==> config.mk <==
export PLATFORM = sky130hd
export DESIGN_NAME = sed_scan_ctrl
export DESIGN_NICKNAME = d
export VERILOG_FILES = /design/src/rtl/sed_scan_ctrl.sv
export SDC_FILE = /design/constraint.sdc
export NUM_CORES = 1
export LEC_CHECK = 0
export CORE_ASPECT_RATIO = 0.75
export CORE_MARGIN = 5
export CORE_UTILIZATION = 35
export CTS_CLUSTER_SIZE = 14
export DETAILED_ROUTE_END_ITERATION = 10
export PLACE_DENSITY = 0.56
export SLEW_MARGIN = 20
export SYNTH_ARGS = -nofsm -noshare
export SYNTH_HDL_FRONTEND = slang
export SYNTH_SLANG_ARGS = --single-unit
==> constraint.sdc <==
create_clock -name CLK -period 3.8 [get_ports CLK]
set_input_delay 1.14 -clock CLK [delete_from_list [all_inputs] [get_ports CLK]]
set_output_delay 1.14 -clock CLK [all_outputs]
set_load 0.02 [all_outputs]
==> src/rtl/sed_scan_ctrl.sv <==
// -----------------------------------------------------------------------------
// sed_scan_ctrl -- soft-error-detect scan controller
//
// Walks NUM_REGIONS configuration regions of WORDS_PER_REGION 32-bit words
// through a synchronous read port. A CRC-16-CCITT (poly 0x1021, init 0xFFFF,
// 32 bits per update, MSB first, no final XOR) is accumulated over every word
// of a region except the last. The low 16 bits of the last word hold the
// golden CRC. A mismatch, or a forced error, sets that region's sticky flag
// and bumps a saturating error counter.
//
// Optional build macro:
//   SED_HALT_ON_ERR_EN - a region check that raises a flag ends the scan at
//                        once (DONE pulse). No automatic restart follows
//                        that scan.
//
// Ports:
//   CLK        in   system clock
//   RSTN       in   asynchronous active-low reset
//   SEDENABLE  in   block enable; low aborts a scan in progress
//   SEDSTART   in   level start request, sampled only in IDLE
//   SEDFRCERR  in   per-region forced mismatch, sampled in that region's check
//   SEDCLRERR  in   clear flags and counter (takes effect next cycle)
//   SEDADDR    out  word address (region*WORDS_PER_REGION + word)
//   SEDRDATA   in   read data, valid one CLK after SEDADDR
//   SEDERRREG  out  sticky per-region error flags
//   SEDERR     out  OR of SEDERRREG
//   SEDERRCNT  out  saturating mismatch count
//   SEDINPROG  out  scan active
//   SEDDONE    out  one-cycle pulse at scan end
//   SEDCLKOUT  out  scan-tick-rate clock, low while disabled
// -----------------------------------------------------------------------------
module sed_scan_ctrl #(
    parameter int CLK_DIV          = 1,
    parameter int NUM_REGIONS      = 4,
    parameter int WORDS_PER_REGION = 64,
    parameter int ERRCNT_W         = 8,
    parameter int CHECKALWAYS      = 0,
    localparam int AW              = $clog2(NUM_REGIONS * WORDS_PER_REGION)
) (
    input  logic                   CLK,
    input  logic                   RSTN,
    input  logic                   SEDENABLE,
    input  logic                   SEDSTART,
    input  logic [NUM_REGIONS-1:0] SEDFRCERR,
    input  logic                   SEDCLRERR,
    output logic [AW-1:0]          SEDADDR,
    input  logic [31:0]            SEDRDATA,
    output logic [NUM_REGIONS-1:0] SEDERRREG,
    output logic                   SEDERR,
    output logic [ERRCNT_W-1:0]    SEDERRCNT,
    output logic                   SEDINPROG,
    output logic                   SEDDONE,
    output logic                   SEDCLKOUT
);

    localparam int TW = (CLK_DIV > 1) ? $clog2(CLK_DIV) : 1;
    localparam int WW = $clog2(WORDS_PER_REGION);
    localparam int RW = (NUM_REGIONS > 1) ? $clog2(NUM_REGIONS) : 1;

    localparam logic [TW-1:0] TICK_LAST   = TW'(CLK_DIV - 1);
    localparam logic [WW-1:0] WORD_LAST   = WW'(WORDS_PER_REGION - 1);
    localparam logic [RW-1:0] REGION_LAST = RW'(NUM_REGIONS - 1);
    localparam logic [15:0]   CRC_INIT    = 16'hFFFF;

    typedef enum logic [2:0] {
        S_IDLE,
        S_ISSUE,
        S_CAPTURE,
        S_CHECK,
        S_DONE
    } state_t;

    state_t                 r_state;
    state_t                 w_state_nxt;

    logic [TW-1:0]          r_tick;
    logic [WW-1:0]          r_word;
    logic [RW-1:0]          r_region;
    logic [15:0]            r_crc;
    logic                   r_mismatch;
    logic                   r_halted;
    logic [AW-1:0]          r_addr;
    logic [NUM_REGIONS-1:0] r_errreg;
    logic [ERRCNT_W-1:0]    r_errcnt;
    logic [TW-1:0]          r_div;
    logic                   r_clkout;

    logic                   w_tick_last;
    logic                   w_word_last;
    logic                   w_region_last;
    logic [NUM_REGIONS-1:0] w_region_sel;
    logic                   w_flag_hit;
    logic                   w_halt;
    logic                   w_enter_issue;

    // One 32-bit CRC-16-CCITT step, data consumed MSB first.
    function automatic logic [15:0] crc16_upd(input logic [15:0] crc_in,
                                              input logic [31:0] data);
        logic [15:0] c;
        logic        fb;
        c = crc_in;
        for (int i = 31; i >= 0; i--) begin
            fb = c[15] ^ data[i];
            c  = {c[14:0], 1'b0};
            if (fb) c = c ^ 16'h1021;
        end
        return c;
    endfunction

    assign w_tick_last   = (r_tick == TICK_LAST);
    assign w_word_last   = (r_word == WORD_LAST);
    assign w_region_last = (r_region == REGION_LAST);
    assign w_region_sel  = NUM_REGIONS'(1) << r_region;

    // A region check raises its flag on a golden mismatch or a forced error.
    assign w_flag_hit = (r_state == S_CHECK) &&
                        (r_mismatch || (|(SEDFRCERR & w_region_sel)));

`ifdef SED_HALT_ON_ERR_EN
    assign w_halt = w_flag_hit;
`else
    assign w_halt = 1'b0;
`endif

    // -------------------------------------------------------------------------
    // FSM state register
    // -------------------------------------------------------------------------
    always_ff @(posedge CLK or negedge RSTN) begin
        if (!RSTN) begin
            r_state <= S_IDLE;
        end else begin
            // NOTE: state is updated with non-blocking assignments so every
            // flop in the design samples the same pre-edge values.
            r_state <= w_state_nxt;
        end
    end

    // -------------------------------------------------------------------------
    // FSM next-state logic
    // -------------------------------------------------------------------------
    always_comb begin
        // NOTE: default first so every path assigns w_state_nxt and no latch
        // is inferred.
        w_state_nxt = r_state;
        if ((r_state != S_IDLE) && !SEDENABLE) begin
            w_state_nxt = S_IDLE;
        end else begin
            case (r_state)
                S_IDLE: begin
                    if (SEDENABLE && SEDSTART) w_state_nxt = S_ISSUE;
                end
                S_ISSUE: begin
                    if (w_tick_last) w_state_nxt = S_CAPTURE;
                end
                S_CAPTURE: begin
                    w_state_nxt = w_word_last ? S_CHECK : S_ISSUE;
                end
                S_CHECK: begin
                    w_state_nxt = (w_region_last || w_halt) ? S_DONE : S_ISSUE;
                end
                S_DONE: begin
                    w_state_nxt = ((CHECKALWAYS != 0) && SEDENABLE && !r_halted)
                                  ? S_ISSUE : S_IDLE;
                end
                default: w_state_nxt = S_IDLE;
            endcase
        end
    end

    assign w_enter_issue = (w_state_nxt == S_ISSUE) && (r_state != S_ISSUE);

    // -------------------------------------------------------------------------
    // Scan datapath: address, word/region/tick counters, CRC
    // -------------------------------------------------------------------------
    always_ff @(posedge CLK or negedge RSTN) begin
        if (!RSTN) begin
            r_tick     <= '0;
            r_word     <= '0;
            r_region   <= '0;
            r_crc      <= CRC_INIT;
            r_mismatch <= 1'b0;
            r_halted   <= 1'b0;
            r_addr     <= '0;
        end else begin
            // Regions are laid out back to back, so every new ISSUE after the
            // first of a scan is simply the next linear address.
            if (w_enter_issue) begin
                r_addr <= ((r_state == S_IDLE) || (r_state == S_DONE))
                          ? '0 : r_addr + 1'b1;
            end

            if (w_enter_issue) begin
                r_tick <= '0;
            end else if (r_state == S_ISSUE) begin
                r_tick <= r_tick + 1'b1;
            end

            case (r_state)
                S_IDLE: begin
                    if (w_state_nxt == S_ISSUE) begin
                        r_word   <= '0;
                        r_region <= '0;
                        r_crc    <= CRC_INIT;
                        r_halted <= 1'b0;
                    end
                end
                S_CAPTURE: begin
                    if (!w_word_last) begin
                        r_crc  <= crc16_upd(r_crc, SEDRDATA);
                        r_word <= r_word + 1'b1;
                    end else begin
                        r_mismatch <= (SEDRDATA[15:0] != r_crc);
                    end
                end
                S_CHECK: begin
                    r_crc  <= CRC_INIT;
                    r_word <= '0;
                    if (!w_region_last) r_region <= r_region + 1'b1;
                    if (w_halt) r_halted <= 1'b1;
                end
                S_DONE: begin
                    r_word   <= '0;
                    r_region <= '0;
                end
                default: ;
            endcase
        end
    end

    // -------------------------------------------------------------------------
    // Sticky flags and saturating counter. A clear coinciding with a flag
    // set leaves only the new event recorded.
    // -------------------------------------------------------------------------
    always_ff @(posedge CLK or negedge RSTN) begin
        if (!RSTN) begin
            r_errreg <= '0;
            r_errcnt <= '0;
        end else if (SEDCLRERR) begin
            r_errreg <= w_flag_hit ? w_region_sel : '0;
            r_errcnt <= w_flag_hit ? ERRCNT_W'(1) : '0;
        end else if (w_flag_hit) begin
            r_errreg <= r_errreg | w_region_sel;
            if (r_errcnt != {ERRCNT_W{1'b1}}) r_errcnt <= r_errcnt + 1'b1;
        end
    end

    // -------------------------------------------------------------------------
    // Scan-tick clock: free-running divider, toggles every CLK_DIV cycles
    // while enabled, held low otherwise.
    // -------------------------------------------------------------------------
    always_ff @(posedge CLK or negedge RSTN) begin
        if (!RSTN) begin
            r_div    <= '0;
            r_clkout <= 1'b0;
        end else if (!SEDENABLE) begin
            r_div    <= '0;
            r_clkout <= 1'b0;
        end else if (r_div == TICK_LAST) begin
            r_div    <= '0;
            r_clkout <= ~r_clkout;
        end else begin
            r_div <= r_div + 1'b1;
        end
    end

    // -------------------------------------------------------------------------
    // Outputs
    // -------------------------------------------------------------------------
    assign SEDADDR   = r_addr;
    assign SEDERRREG = r_errreg;
    assign SEDERR    = |r_errreg;
    assign SEDERRCNT = r_errcnt;
    assign SEDINPROG = (r_state == S_ISSUE) || (r_state == S_CAPTURE) ||
                       (r_state == S_CHECK);
    assign SEDDONE   = (r_state == S_DONE);
    assign SEDCLKOUT = r_clkout;

endmodule

; Word level (Yosys, flattened, before mapping)
; Index checks and enable logic that the tools add are counted.
[word_totals]
register_bits = 51
in_bits = 41
out_inout_bits = 24
word_cells = 247
[op_classes]
add_sub_neg = 6
eq_ne = 14
shift = 1
muxes = 123
n_bitwise = 67
n_reduce_logical = 25
[ops]
columns = op, n
row1 = two-way mux 16 bit, 64
row2 = two-way mux 13 bit, 32
row3 = inverter 3 bit, 32
row4 = case mux 16 bit (3 select lines), 1
row5 = two-way mux 8 bit, 4
row6 = XOR 1 bit, 32
row7 = case mux 6 bit (3 select lines), 1
row8 = adder 8 x 1 -> 8 bit (second input constant), 2
row9 = != test 16 bit, 1
row10 = two-way mux 3 bit, 4
row11 = two-way mux 4 bit, 3
row12 = two-way mux 6 bit, 2
row13 = case mux 3 bit (4 select lines), 1
row14 = nonzero test 3 bit, 4
row15 = AND reduction 3 bit, 3
row16 = != test 2 bit (second input constant), 4
row17 = != test 8 bit (second input constant), 1
row18 = OR reduction 4 bit, 2
row19 = two-way mux 1 bit, 7
row20 = adder 6 x 1 -> 6 bit (second input constant), 1
row21 = equality test 3 x 1 -> 1 bit (second input constant), 2
row22 = equality test 3 x 2 -> 1 bit (second input constant), 2
row23 = equality test 6 bit (second input constant), 1
row24 = two-way mux 2 bit, 3
row25 = 17 further kinds, 27

; Logic depth before layout (Yosys ltp)
; Gate-level depths: netlist (run 1).
[depth]
word_depth = 128
depth_mapped = 9
ltp_nobuf = 9

; Worst setup path before layout (run 1)
; No wires, ideal clock.
[synth_timing]
path_type = input port to flip-flop
startpoint = input port SEDRDATA[25]
endpoint = register r_crc[14]
setup_time_ns = 0.073
arrival_ns = 3.418
required_ns = 3.727
path_slack_ns = 0.309
stages = 7
path_buffers = 0
path_cell_list = xor2_1 > xnor3_2 > xnor3_4 > xnor3_1 > xor2_1 > xor3_4 > a21oi_1
[synth_via]
elab_chain_len = 78
word_cells_on_any_way = 93
classes_between = mux (76) / bitwise (17)
[synth_rtl]
columns = element, line
row1 = start: declaration, 47  ; input logic [31:0] SEDRDATA,
row2 = XOR 1 bit *, 103  ; fb = c[15] ^ data[i];
row3 = two-way mux 13 bit *, 105  ; if (fb) c = c ^ 16'h1021;
row4 = two-way mux 16 bit *, 208  ; if (!w_word_last) begin
row5 = two-way mux 16 bit *, 198  ; case (r_state)
row6 = two-way mux 13 bit, 105
row7 = two-way mux 16 bit *, 208
row8 = two-way mux 16 bit *, 198
row9 = two-way mux 13 bit, 105
row10 = [62 not listed], --
row11 = inverter 3 bit (no line), --
row12 = two-way mux 13 bit *, 105
row13 = two-way mux 16 bit *, 208
row14 = two-way mux 16 bit *, 198
row15 = two-way mux 16 bit *, 208
row16 = two-way mux 16 bit *, 198
row17 = two-way mux 16 bit *, 208
row18 = case mux 16 bit (3 select lines) *, 198
row19 = end signal: assignment, 209  ; r_crc <= crc16_upd(r_crc, SEDRDATA);
row20 = end: declaration, 79  ; logic [15:0] r_crc;
; Every way passes the cells marked *; elsewhere a longest branch is shown, timed or not. The select of a mux whose other input is x is not followed.
; A chain may end at the register's enable or synchronous reset.

; Final worst setup path (run 1)
[layout_timing]
startpoint = input port SEDRDATA[29]
endpoint = register r_crc[14]
[layout_via]
elab_chain_len = 88
word_cells_on_any_way = 110
classes_between = mux (88) / bitwise (22)
[layout_rtl]
columns = element, line
row1 = XOR 1 bit *, 103
row2 = two-way mux 13 bit *, 105
row3 = two-way mux 16 bit *, 208
row4 = two-way mux 16 bit *, 198
row5 = two-way mux 16 bit *, 208
row6 = two-way mux 16 bit *, 198
row7 = two-way mux 16 bit *, 208
row8 = two-way mux 16 bit *, 198
row9 = [72 not listed], --
row10 = inverter 3 bit (no line) / XOR 1 bit (equally long branches), --
row11 = two-way mux 13 bit *, 105
row12 = two-way mux 16 bit *, 208
row13 = two-way mux 16 bit *, 198
row14 = two-way mux 16 bit *, 208
row15 = two-way mux 16 bit *, 198
row16 = two-way mux 16 bit *, 208
row17 = case mux 16 bit (3 select lines) *, 198
; Marks and branches as above.

==> results of run 1 <==
## logic make-up (layout without fill, tap and decap cells)
family / Yosys count / count (layout)
buffers and inverters: 18 / 120
adder cells (fa/ha/maj): 7 / 7
AND/OR/NAND/NOR: 102 / 102
flip-flops: 50 / 50
multiplexers: 2 / 2
AO/OA/AOI/OAI: 48 / 48
XOR/XNOR: 115 / 115
## synth_stat cells (all sizes together) (4+ instances only)
master,n,area share [%]
inv,10,1.0
nor2,38,3.9
dfstp,16,12
xnor2,63,16
nand4,9,1.5
xnor3,22,14
dfrtp,34,23
clkbuf,8,0.83
a21oi,20,2.8
nand3,7,0.96
o21ai,19,2.6
xor2,26,6.3
and3,6,1.0
nor2b,4,0.69
nand2,19,2.0
xor3,4,2.7
ha,7,2.4
## stage by stage
step	setup slack, ps	hold slack (ps)	std cells
after CTS	67.1	442	580
after floorplan	309	456	342
after global routing	71.2	475	580
final	156	441	580
after detailed placement	-200	419	572
after global placement	-166	429	572
## worst max-delay path, stage by stage
cell and delay (ps):
clkdlybuf4s50_1 430, xnor2_1 220, xnor3_2 490, xnor3_4 480, xnor3_1 230, xor2_1 200
xor3_4 510, a21oi_1 150
## routing by layer
metal	vias up	global-route usage, %	routed length, um
li1	1368	-	-
met1	1252	24.3	4750
met2	60	20.1	3710
met3	7	2.46	528
met4	0	2.69	72
met5	-	0	0
## path summary, 6_finish.rpt
kind                         startpoint            to  slack [ps]  depth (start not counted)
setup / recovery           SEDRDATA[29]     r_crc[14]         160                          8
hold reg to reg               SEDCLKOUT     SEDCLKOUT         440                          1
hold / removal                SEDCLKOUT     SEDCLKOUT         440                          1
max in group asynchronous          RSTN  SEDERRREG[1]        2230                          2
min in group asynchronous          RSTN    SEDADDR[6]         890                          1
setup reg to reg              r_crc[13]     r_crc[14]         930                          7
## cell type report
cell class | count | area [um2]
fill | 981 | 5350
clock inverter | 3 | 40.0
multi-input combinational | 274 | 2290
timing repair buffer | 102 | 921
clock buffer | 5 | 125
sequential | 50 | 1270
tap | 136 | 170
inverter | 10 | 37.5
## flip-flops by register name, summed over array words and instances (netlist names)
register    flops
r_state         3
r_crc          16
SEDCLKOUT       1
r_tick          1
r_mismatch      1
r_region        2
r_word          6
SEDERRREG       4
SEDADDR         8
SEDERRCNT       8
## layout by cell type (no fill, tap or decap), types with 2 or more instances in the layout
| cell | synthesis | routed |
|---|---|---|
| nand2b_1 | 2 | 2 |
| dfrtp_1 | 34 | 34 |
| o22a_1 | 2 | 2 |
| nand4_1 | 9 | 9 |
| nor3b_1 | 2 | 2 |
| or2_2 | 3 | 3 |
| and3_1 | 6 | 6 |
| nor4b_1 | 2 | 2 |
| inv_1 | 10 | 10 |
| a21oi_1 | 20 | 20 |
| clkinv_2 | 0 | 2 |
| xor2_1 | 26 | 26 |
| nand2_1 | 19 | 19 |
| dfstp_2 | 16 | 16 |
| and2_1 | 2 | 2 |
| nand3_1 | 7 | 7 |
| a31oi_1 | 2 | 2 |
| xnor3_1 | 17 | 17 |
| nor2b_1 | 4 | 4 |
| nand3b_1 | 2 | 2 |
| ha_1 | 7 | 7 |
| xnor2_1 | 61 | 61 |
| and4_1 | 3 | 3 |
| nor2_1 | 38 | 38 |
| clkbuf_16 | 0 | 5 |
| xnor3_4 | 2 | 2 |
| clkdlybuf4s50_1 | 0 | 63 |
| xor3_1 | 3 | 3 |
| xnor3_2 | 3 | 3 |
| o21ai_0 | 19 | 19 |
| buf_4 | 0 | 38 |
## where the power goes
part	switching (W)	leakage [nW]	internal, W	total [W]
logic	0.00189	1.44	0.00279	0.00468
clock network	0.000198	0.0836	0.000309	0.000506
registers	0.0000962	0.632	0.000645	0.000741
total	0.00218	2.16	0.00374	0.00592
==> reports/metrics.yaml, run 1 <==
layout:
  fin_area_mm2: 0.00486
  utilization_pct: 47.6
  num_antenna_cells: 0
  area_growth_syn_to_layout_pct: 33.7
  nets: 491
  drive_above_1_share_pct: 16.9
synthesis:
  synth_compound_area_share_pct: 7.37
  syn_avg_cell_area_um2: 10.6
  yosys_warnings: 0
  syn_area_mm2: 0.00363
  syn_nets: 390
  synth_flop_cell: "dfrtp_1"
  synth_top_family_by_area: "XOR/XNOR gates"
  synth_adder_area_share_pct: 2.41
  synth-edff-count: 0
  synthXorXnorAreaFrac_pct: 38.8
  postSynthCellCount: 342
  async_flop_share_pct: 100
  yosys.area_share.simple_pct: 13.9
  seq_area_frac_synth_pct: 35.0
  synthMuxAreaShare_pct: 0.585
  ys_seq_elements: 50
  yosysUniqueCellTypes: 41
grt:
  globalRouteOverflowTotal: 0
  grt_max_degree: 31
  track_usage_pct: 14.8
  grt_pass1_vias: 2600
  antenna_found_initial: 0
  grt_pass1_wl_mm: 14.6
clock_tree:
  numCtsBuffers: 5
  cts_tree: "done"
  clkTransAtPathRegs_ps: 70
  cts-htree-levels: 2
  clk_path_buf_depth: 2
  ctsResizeCount: 0
  post_cts_buffers: 0
  postCtsHoldBufs: 0
  worst_skew_pair.late_latency_ps: 290
  root_buffer: "clkbuf_16"
  clock-sinks: 50
sta:
  hold_viol_final: 0
  timing.fmax_mhz: 274
  fin_crit_ps: 3640
  final_max_slew_viol_count: 0
  fin_crit_sh_pct: 95.9
  fin_skew_ps: 4.23
  slew_headroom_pct: 52.0
  finalSetupViolCount: 0
  worstMarginPinSlew_ps: 718
  rsz0062_at_grt: "no"
  setup_tns_ps: 0
routing:
  vias_per_cell: 4.63
  drc: 0
  first_pass_iters: 4
  wl_per_cell_um: 15.6
  antenna_left: 0
  dr.first_iter.drc_count: 173
  via_count: 2687
  postRouteWirelength_mm: 9.06
floorplanning:
  ioPinCount: 65
  die_w_um: 128
  fp-row-count: 32
  die_h_um: 98.2
  die-area_mm2: 0.0125
  core_area_mm2: 0.0102
  initial_core_util_pct: 35.6
setup_path:
  end_kind: "flop"
  critPathArrivalTime_ps: 3860
  required_ps: 4020
  path_class: "in -> reg"
  start_kind: "primary input"
  cp_max_fo: 2
power:
  power.total_w: 0.00592
  power-per-cell-area_mw_per_mm2: 1220
  ir_drop_uv: 832
  power.leakage_nw: 2.16
placed_design:
  gp_congestion: 0.835
  hpwl_mm: 7.30
  dpl_cell_area_mm2: 0.00469
  io_buffers: 64
hold_path:
  hold_class: "reg -> reg"
outcome:
  status: "finished clean"
run:
  maxCapViolCount: 0
Power figures use the tool's default switching activity.
==> run 2, diff against run 1 <==
Settings changed: SETUP_SLACK_MARGIN from default to 0.2.
==> reports/metrics.yaml, run 2 (synthesis gave the netlist of run 1 again) <==
placed_design:
  dpl_cell_area_mm2: 0.00469
  dp_cells: 572
  io_buffers: 64
  gp_congestion: 0.835
  hpwl_mm: 7.30
sta:
  hold_viol_final: 0
  fin_crit_sh_pct: 93.6
  finalSetupViolCount: 0
  slew_headroom_pct: 51.2
  rsz0062_at_grt: "yes"
  worstMarginPinSlew_ps: 731
  fin_skew_ps: 4.23
  final_max_slew_viol_count: 0
  holdWs_ps: 441
  timing.fmax_mhz: 281
  fin_crit_ps: 3560
layout:
  fin_area_mm2: 0.00495
  instances_no_fill: 584
  drive_above_1_share_pct: 19.9
  largest_reg_flops: 16
  num_antenna_cells: 0
  nets: 495
  n_fill_cell: 967
  final_cell_mix: "62 x clkdlybuf4s50_1, 57 x xnor2_1, 42 x buf_4"
  final_common_cell: "clkdlybuf4s50_1"
  area_growth_syn_to_layout_pct: 36.4
  regMostFlops: "r_crc"
setup_path:
  rr_endpoint: "r_crc[14]"
  crit_buf_inv: 1
  reg2reg_depth: 7
  path_cells: "clkdlybuf4s50_1, xnor2_1, xnor3_2, xnor3_4, xnor3_1, xor2_1, xor3_4, a21oi_1"
  path_class: "in -> reg"
  required_ps: 4020
  cp_max_fo: 2
  cp_slowest_cell: "xor3_4"
  critical_path.top_delay_family: "XOR/XNOR gates"
  critPathArrivalTime_ps: 3770
  start_kind: "primary input"
  end_kind: "flop"
  critPathMaxStageDelay_ps: 510
  reg2reg_slack_ps: 930
  r2r_start: "r_crc[9]"
power:
  ir_drop_uv: 868
  power-per-cell-area_mw_per_mm2: 1220
  power.leakage_nw: 2.22
clock_tree:
  clkTransAtPathRegs_ps: 70
  worst_skew_pair.late_latency_ps: 290
  clock-sinks: 50
  cts_tree: "done"
  root_buffer: "clkbuf_16"
  numCtsBuffers: 5
  cts-htree-levels: 2
  clk_path_buf_depth: 2
  postCtsHoldBufs: 0
grt:
  grt_use_met1_pct: 24.4
  grt_max_degree: 31
  grt_use_met2_pct: 20.3
  antenna_found_initial: 0
  grt_busiest_layer: "met1"
  use_met3_pct: 2.46
  globalRouteOverflowTotal: 0
  track_usage_pct: 14.8
  grt_pass1_vias: 2617
  grt_pass1_wl_mm: 14.6
floorplanning:
  fp-row-count: 32
  die_h_um: 98.2
  die_w_um: 128
  die-area_mm2: 0.0125
  core_area_mm2: 0.0102
  ioPinCount: 65
  initial_core_util_pct: 35.6
hold_path:
  hp-start: "SEDCLKOUT"
  hold_class: "reg -> reg"
  hold_end: "SEDCLKOUT"
  min_path_cells: 1
run:
  maxCapViolCount: 0
routing:
  dr.first_iter.drc_count: 173
  antenna_left: 0
  wl_per_cell_um: 15.7
  via_count: 2704
  first_pass_iters: 4
  vias_per_cell: 4.63
  drc: 0
  postRouteWirelength_mm: 9.19
outcome:
  status: "finished clean"
[run 2: timing repair]
action / in CTS / in global routing
hold endpoints to repair: 0 / 0
setup endpoints to repair: 4 / 5
pin swaps: 5 / 8
setup buffers: 2 / 2
gates resized for setup: 4 / 7
[run 2: per-layer routing]
| metal | part of all wire (%) | vias to the layer above |
|---|---|---|
| met2 | 41 | 55 |
| li1 | - | 1376 |
| met1 | 52 | 1266 |
| met4 | 0.78 | 0 |
| met5 | 0 | - |
| met3 | 5.4 | 7 |
[run 2: worst max-delay path by stage]
stage	slack, ps	from	depth (start not counted)	end
floorplan	310	SEDRDATA[25]	7	r_crc[14]
global placement	-170	SEDRDATA[25]	8	r_crc[14]
detailed placement	-200	SEDRDATA[25]	8	r_crc[14]
CTS	200	SEDRDATA[17]	8	r_crc[14]
global route	140	SEDRDATA[24]	8	r_crc[14]
finish	240	SEDRDATA[21]	8	r_crc[14]
[run 2: through the flow]
step | setup TNS, ps | setup slack [ps] | utilization (%) | total power (W)
5_1_grt | 0 | 143 | 48.5 | 0.00639
6_report | 0 | 245 | 48.5 | 0.00604
3_5_place_dp | -767 | -200 | 46.0 | 0.00535
3_3_place_gp | -508 | -166 | 46.0 | 0.00534
2_1_floorplan | 0 | 309 | - | 0.00387
4_1_cts | 0 | 203 | 48.0 | 0.00602
[run 2: cell type report]
cell class,count,area [um2],area share (%)
Sequential cell,50,1270,25.7
Inverter,10,37.5,0.758
Clock inverter,3,40.0,0.808
Clock buffer,5,125,2.53
Timing Repair Buffer,106,953,19.2
Multi-Input combinational cell,274,2360,47.6
Tap cell,136,170,3.43
[run 2: power breakdown]
part / switching [W] / leakage, nW / internal [W]
sequential: 0.000100 / 0.632 / 0.000645
combinational: 0.00191 / 1.50 / 0.00288
clock: 0.000198 / 0.0836 / 0.000309
[run 2: worst register-to-register path, cell delays in order (launching register included)]
cell and delay [ps]:
dfstp_2 590, xor2_2 160, xnor3_2 480, xnor3_4 480
xnor3_1 240, xor2_1 190, xor3_4 510, a21oi_1 150
